## src/rtl/video_pkg.sv

```systemverilog
// ----------------------------------------------------------------------------
// video_pkg
// Shared definitions for the video output path. The FIFO-to-video stage and
// the upstream RAM reader both use these frame geometry defaults.
//   state_e         : IDLE / PRIME / RUN sequencing of video_out_gen
//   P_WIDTH/P_HEIGHT: default active pixels per line / active lines per frame
//   H_BLANK/V_BLANK : default blanking cycles per line / blanking lines
//   cnt_width()     : counter width needed to hold 0..total-1
// ----------------------------------------------------------------------------
package video_pkg;

    localparam int unsigned P_WIDTH  = 640;
    localparam int unsigned P_HEIGHT = 480;
    localparam int unsigned H_BLANK  = 160;
    localparam int unsigned V_BLANK  = 45;

    localparam int unsigned PIX_W = 8;

    typedef enum logic [1:0] {
        ST_IDLE  = 2'd0,
        ST_PRIME = 2'd1,
        ST_RUN   = 2'd2
    } state_e;

    // Width of a counter spanning 0..total-1; never narrower than one bit.
    function automatic int unsigned cnt_width(input int unsigned total);
        return (total > 1) ? 32'($clog2(total)) : 32'd1;
    endfunction

endpackage : video_pkg

```

## src/rtl/video_timing_cnt.sv

```systemverilog
// ----------------------------------------------------------------------------
// video_timing_cnt
// Horizontal / vertical raster counters for video_out_gen.
//   clk         : clock
//   rst_i       : synchronous active-high reset, clears both counters
//   clear_i     : hold both counters at zero (block not streaming)
//   advance_i   : step the raster by one pixel clock
//   h_cnt_o     : 0 .. P_WIDTH+H_BLANK-1
//   v_cnt_o     : 0 .. P_HEIGHT+V_BLANK-1, steps on each h_cnt wrap
//   active_o    : counters lie inside the active picture
//   frame_end_o : both counters at their terminal values
// ----------------------------------------------------------------------------
module video_timing_cnt
    import video_pkg::cnt_width;
#(
    parameter int unsigned P_WIDTH  = 640,
    parameter int unsigned P_HEIGHT = 480,
    parameter int unsigned H_BLANK  = 160,
    parameter int unsigned V_BLANK  = 45,
    parameter int unsigned H_TOTAL  = P_WIDTH + H_BLANK,
    parameter int unsigned V_TOTAL  = P_HEIGHT + V_BLANK,
    parameter int unsigned HW       = cnt_width(H_TOTAL),
    parameter int unsigned VW       = cnt_width(V_TOTAL)
) (
    input  logic          clk,
    input  logic          rst_i,
    input  logic          clear_i,
    input  logic          advance_i,
    output logic [HW-1:0] h_cnt_o,
    output logic [VW-1:0] v_cnt_o,
    output logic          active_o,
    output logic          frame_end_o
);

    logic [HW-1:0] h_cnt_q, h_cnt_d;
    logic [VW-1:0] v_cnt_q, v_cnt_d;
    logic          h_term;
    logic          v_term;

    // Terminal compares are done at 32 bits so a total that is an exact
    // power of two cannot truncate into a false match.
    assign h_term = (32'(h_cnt_q) == (H_TOTAL - 1));
    assign v_term = (32'(v_cnt_q) == (V_TOTAL - 1));

    // Next raster position: explicit wrap to zero keeps values inside range
    // even when the total is not a power of two.
    always_comb begin
        h_cnt_d = h_cnt_q;
        v_cnt_d = v_cnt_q;
        if (clear_i) begin
            h_cnt_d = '0;
            v_cnt_d = '0;
        end else if (advance_i) begin
            if (h_term) begin
                h_cnt_d = '0;
                v_cnt_d = v_term ? '0 : v_cnt_q + VW'(1);
            end else begin
                h_cnt_d = h_cnt_q + HW'(1);
            end
        end
    end

    // Counter state.
    always_ff @(posedge clk) begin
        if (rst_i) begin
            h_cnt_q <= '0;
            v_cnt_q <= '0;
        end else begin
            h_cnt_q <= h_cnt_d;
            v_cnt_q <= v_cnt_d;
        end
    end

    assign h_cnt_o     = h_cnt_q;
    assign v_cnt_o     = v_cnt_q;
    assign active_o    = (32'(h_cnt_q) < P_WIDTH) && (32'(v_cnt_q) < P_HEIGHT);
    assign frame_end_o = h_term && v_term;

endmodule : video_timing_cnt

```

## src/rtl/video_out_gen.sv

```systemverilog
// ----------------------------------------------------------------------------
// video_out_gen
// Drains a pixel FIFO into a raster video stream with line/frame valids.
//   clk         : clock
//   RST         : synchronous active-high reset
//   en          : stream enable (level); a running frame always completes
//   empty       : pixel FIFO empty flag
//   pixel_in    : FIFO read data, valid the cycle after r_e
//   r_e         : FIFO read enable (only on active pixels with data present)
//   pixel_out   : output pixel, 0x00 when no read was made
//   line_valid  : high on active pixels
//   frame_valid : high from first active pixel to last active pixel of frame
//   underflow   : sticky, set when an active pixel found the FIFO empty
// ----------------------------------------------------------------------------
module video_out_gen
    import video_pkg::state_e, video_pkg::ST_IDLE, video_pkg::ST_PRIME,
           video_pkg::ST_RUN, video_pkg::cnt_width, video_pkg::PIX_W;
#(
    parameter int unsigned P_WIDTH  = video_pkg::P_WIDTH,
    parameter int unsigned P_HEIGHT = video_pkg::P_HEIGHT,
    parameter int unsigned H_BLANK  = video_pkg::H_BLANK,
    parameter int unsigned V_BLANK  = video_pkg::V_BLANK
) (
    input  logic             clk,
    input  logic             RST,
    input  logic             en,
    input  logic             empty,
    input  logic [PIX_W-1:0] pixel_in,
    output logic             r_e,
    output logic [PIX_W-1:0] pixel_out,
    output logic             line_valid,
    output logic             frame_valid,
    output logic             underflow
);

    localparam int unsigned H_TOTAL = P_WIDTH + H_BLANK;
    localparam int unsigned V_TOTAL = P_HEIGHT + V_BLANK;
    localparam int unsigned HW      = cnt_width(H_TOTAL);
    localparam int unsigned VW      = cnt_width(V_TOTAL);

    state_e        state_q;
    logic          rd_q;
    logic          line_valid_q;
    logic          frame_valid_q;
    logic          underflow_q;

    logic [HW-1:0] h_cnt;
    logic [VW-1:0] v_cnt;
    logic          cnt_active;
    logic          frame_end;
    logic          run;
    logic          act;
    logic          frame_win;

    assign run = (state_q == ST_RUN);

    // Counters only move in RUN; IDLE and PRIME hold them at zero.
    video_timing_cnt #(
        .P_WIDTH  (P_WIDTH),
        .P_HEIGHT (P_HEIGHT),
        .H_BLANK  (H_BLANK),
        .V_BLANK  (V_BLANK),
        .H_TOTAL  (H_TOTAL),
        .V_TOTAL  (V_TOTAL),
        .HW       (HW),
        .VW       (VW)
    ) u_timing (
        .clk         (clk),
        .rst_i       (RST),
        .clear_i     (!run),
        .advance_i   (run),
        .h_cnt_o     (h_cnt),
        .v_cnt_o     (v_cnt),
        .active_o    (cnt_active),
        .frame_end_o (frame_end)
    );

    assign act = run && cnt_active;

    // Read request has to reach the FIFO in the same cycle as the pixel slot;
    // reset suppresses it so nothing is consumed in the reset cycle.
    assign r_e = !RST && act && !empty;

    // Frame window covers the active lines and the blanking between them,
    // ending with the last active pixel of the last active line.
    assign frame_win = run
                    && (32'(v_cnt) < P_HEIGHT)
                    && !((32'(v_cnt) == (P_HEIGHT - 1)) && (32'(h_cnt) >= P_WIDTH));

    // Sequencer and registered output flags.
    always_ff @(posedge clk) begin
        if (RST) begin
            state_q       <= ST_IDLE;
            rd_q          <= 1'b0;
            line_valid_q  <= 1'b0;
            frame_valid_q <= 1'b0;
            underflow_q   <= 1'b0;
        end else begin
            unique case (state_q)
                ST_IDLE:  if (en && !empty) state_q <= ST_PRIME;
                ST_PRIME: state_q <= ST_RUN;
                ST_RUN:   if (frame_end && !en) state_q <= ST_IDLE;
                default:  state_q <= ST_IDLE;
            endcase
            rd_q          <= r_e;
            line_valid_q  <= act;
            frame_valid_q <= frame_win;
            if (act && empty) begin
                underflow_q <= 1'b1;
            end
        end
    end

    // FIFO read data is itself a register output arriving one cycle after
    // r_e; the registered read flag selects it or blanks a starved slot.
    assign pixel_out   = rd_q ? pixel_in : '0;
    assign line_valid  = line_valid_q;
    assign frame_valid = frame_valid_q;
    assign underflow   = underflow_q;

endmodule : video_out_gen

```

## config.mk

```make
export PLATFORM = sky130hd
export DESIGN_NAME = video_out_gen
export DESIGN_NICKNAME = d
export VERILOG_FILES = /design/src/rtl/video_pkg.sv /design/src/rtl/video_timing_cnt.sv /design/src/rtl/video_out_gen.sv
export SDC_FILE = /design/constraint.sdc
export NUM_CORES = 1
export LEC_CHECK = 0
export CORE_ASPECT_RATIO = 1.25
export CORE_UTILIZATION = 55
export DETAILED_ROUTE_END_ITERATION = 8
export PLACE_DENSITY = 0.79
export SLEW_MARGIN = 20
export SYNTH_ARGS = -nofsm -noshare
export SYNTH_HDL_FRONTEND = slang
export SYNTH_HIERARCHICAL = 1
export SYNTH_SLANG_ARGS = --single-unit
```

## constraint.sdc

```tcl
create_clock -name clk -period 4.1 [get_ports clk]
set_clock_uncertainty 0.05 [all_clocks]
set_input_delay 0.82 -clock clk [delete_from_list [all_inputs] [get_ports clk]]
set_output_delay 0.82 -clock clk [all_outputs]
set_load 0.05 [all_outputs]
```

==> summary.txt <==
Critical path
  • WP data required: 3230 ps
  • Worst Setup End Kind: output pin
  • RR Startpoint: u_timing/v_cnt_o[0]
  • CP startpoint kind: primary input
  • CP Max Fanout: 7
  • Setup CP Type: in2out
  • R2r setup slk: 2070 ps
  • Arrival @ worst endpoint: 2530 ps
  • Worst setup path startpoint: RST

Finish
  • Final nets: 191
  • Area grow syn2layout: 21.03%
  • Design area: 0.001613 mm^2
  • Antenna Cells: 0
  • Share of cells above drive strength 1: 0.06322
  • Fill cells: 186
  • Layout Utilization: 0.7217
  • Non-filler cells, final: 205

Synth
  • Yosys top cell area share: 0.3906
  • Synth area leaders: dfxtp_1, and2_1, nor2_1, xnor2_1, a21oi_1
  • Mapped Cells: 150
  • Top_reg_cell synth: dfxtp_1
  • Synth Register Bits: 26
  • Ys async rst share: 0
  • Post-synth EDFFs: 0
  • Sequential-to-total area share from yosys stat: 0.3906
  • Unique masters post-synth: 44
  • Synthesis Warnings: 6
  • Area leader, netlist: dfxtp_1
  • Post-Syn Nets: 165
  • Synthesized area: 0.001333 mm^2
  • Syn_area_per_cell: 8.884 um^2

Clocking
  • Clock Path Buffers: 2
  • Clk pin slew, worst setup/hold paths: 130 ps
  • Post-CTS sizing: 0
  • CTS tree: yes
  • Postcts setup bufs: 0
  • TritonCTS Buffers: 3
  • # H-tree levels: 1
  • CTS Root Cell: clkbuf_4
  • CTS Sinks: 26
  • Clock Latency Late Sink: 300 ps
  • Hold buffers post-CTS: 0

Placed design
  • Final GP Congestion: 0.8003
  • DP HPWL: 2.192 mm
  • Place WS: 684.4 ps
  • Port Buf Inserts: 23
  • DP Cell Count: 202
  • Placed Instance Area: 0.001590 mm^2

Min path
  • Worst Hold Class: reg2reg
  • HP Start: underflow

Global route
  • Vias in the first global route: 1069
  • Grt ovf: 0
  • Pin count of the biggest net entering global routing: 14
  • Initial antenna violation count: 0
  • First-pass GRT wire length: 4.533 mm
  • All-Layer GR Usage: 0.2292

Die
  • Area of the die: 0.002625 mm^2
  • Starting density of the core: 0.5963
  • Die Y: 57.03 um
  • Area of the core: 0.002235 mm^2
  • Site row count: 19
  • Number of I/O pins: 24
  • Die W: 46.03 um

Timing
  • Slew Viols, Final: 0
  • Fin. Hold Viols: 0
  • Worst rel slew slack: 0.6655
  • Final critical-path required period: 3399 ps
  • Fin worst setup slack: 701.1 ps
  • Final setup fails: 0
  • Fmax: 294.2 MHz
  • Setup TNS: 0 ps
  • Least-Margin Pin Slew: 500.3 ps
  • RSZ-0062 raised after global routing: false
  • Hold Slack: 446.7 ps
  • Fin crit share: 0.8290

Drt
  • Per-cell routed wire length: 13.75 um
  • Drt first pass iters: 4
  • DR vias: 1178
  • Initial DRC Count: 38
  • DR DRC count: 0
  • DRT Wirelength: 2.818 mm
  • DRT antenna net count: 0
  • Drt via density: 5.746

Run status
  • Status: completed

Pwr
  • Leakage: 0.5477 nW
  • Power Total: 0.3865 mW
  • Worst VDD drop: 192.9 uV
  • Pwr/cell area: 239.7 mW/mm^2

Flow run
  • # Max-Cap Violations: 0
-- registers in the layout (all words and copies together), names as in the netlist --
name / count
state_q: 2
rd_q: 1
u_timing/h_cnt_o: 10
line_valid: 1
underflow: 1
u_timing/v_cnt_o: 10
frame_valid: 1
-- critical path, stage by stage --
cell and delay (ps):
clkdlybuf4s50_1 510, nor3b_2 250, nor2b_1 150, clkdlybuf4s50_1 800
-- synthesized netlist by cell type, drive strengths merged (2+ instances only) --
cell type,number
a211oi,2
a21oi,8
a31oi,2
and2,10
and3,3
and4,2
and4b,2
buf,2
dfxtp,26
ha,3
inv,7
nand2,10
nand2b,4
nand3,7
nand4,6
nand4b,2
nor2,13
nor2b,2
nor3,3
o21ai,5
o31ai,4
or3,2
or4,3
xnor2,5
xor2,4
-- cells by family after synthesis --
| group | after synthesis | synth area share |
|---|---|---|
| XOR/XNOR | 9 | 0.05915 |
| adder cells (fa/ha/maj) | 3 | 0.02817 |
| flip-flops | 26 | 0.3906 |
| AO/OA/AOI/OAI | 26 | 0.1239 |
| AND/OR/NAND/NOR | 77 | 0.3700 |
| buffers and inverters | 9 | 0.02816 |
-- cells in the final DEF (no fill, tap or decap), drive strengths merged, types with 5 or more instances in the layout --
cell | Yosys | final
inv | 7 | 7
and2 | 10 | 10
clkdlybuf4s50 | 0 | 23
nor2 | 13 | 13
nand3 | 7 | 7
nand2 | 10 | 10
dfxtp | 26 | 26
o21ai | 5 | 5
xnor2 | 5 | 5
a21oi | 8 | 8
nand4 | 6 | 6
-- report_power, final --
group | switching, mW | internal (mW) | total, mW
Combinational | 0.0147 | 0.0159 | 0.0306
Sequential | 0.00142 | 0.255 | 0.256
Clock | 0.0657 | 0.0342 | 0.0999
Total | 0.0818 | 0.305 | 0.387
-- per-layer routing --
metal,GRT usage,wire length (um),vias up
met1,0.2655,1170,553
met4,0.07563,17,0
met5,0,0,-
met2,0.4004,1485,32
li1,-,-,591
met3,0.05063,144,2
-- path summary, 6_finish.rpt --
| path | end | cells past startpoint |
|---|---|---|
| hold / removal | underflow | 2 |
| setup reg to reg | u_timing/v_cnt_o[6] | 6 |
| setup / recovery | r_e | 4 |
| hold reg to reg | underflow | 2 |
-- layout make-up --
class / instances / area (um^2) / share of cell area
clock buffers: 3 / 22.52 / 0.01396
inverters: 7 / 26.28 / 0.01629
multi-input cells: 115 / 774.5 / 0.4802
flip-flops and latches: 26 / 520.5 / 0.3227
well taps: 31 / 38.79 / 0.02405
repair buffers: 23 / 230.2 / 0.1427
Note: power is estimated with default switching activity, not from simulation.
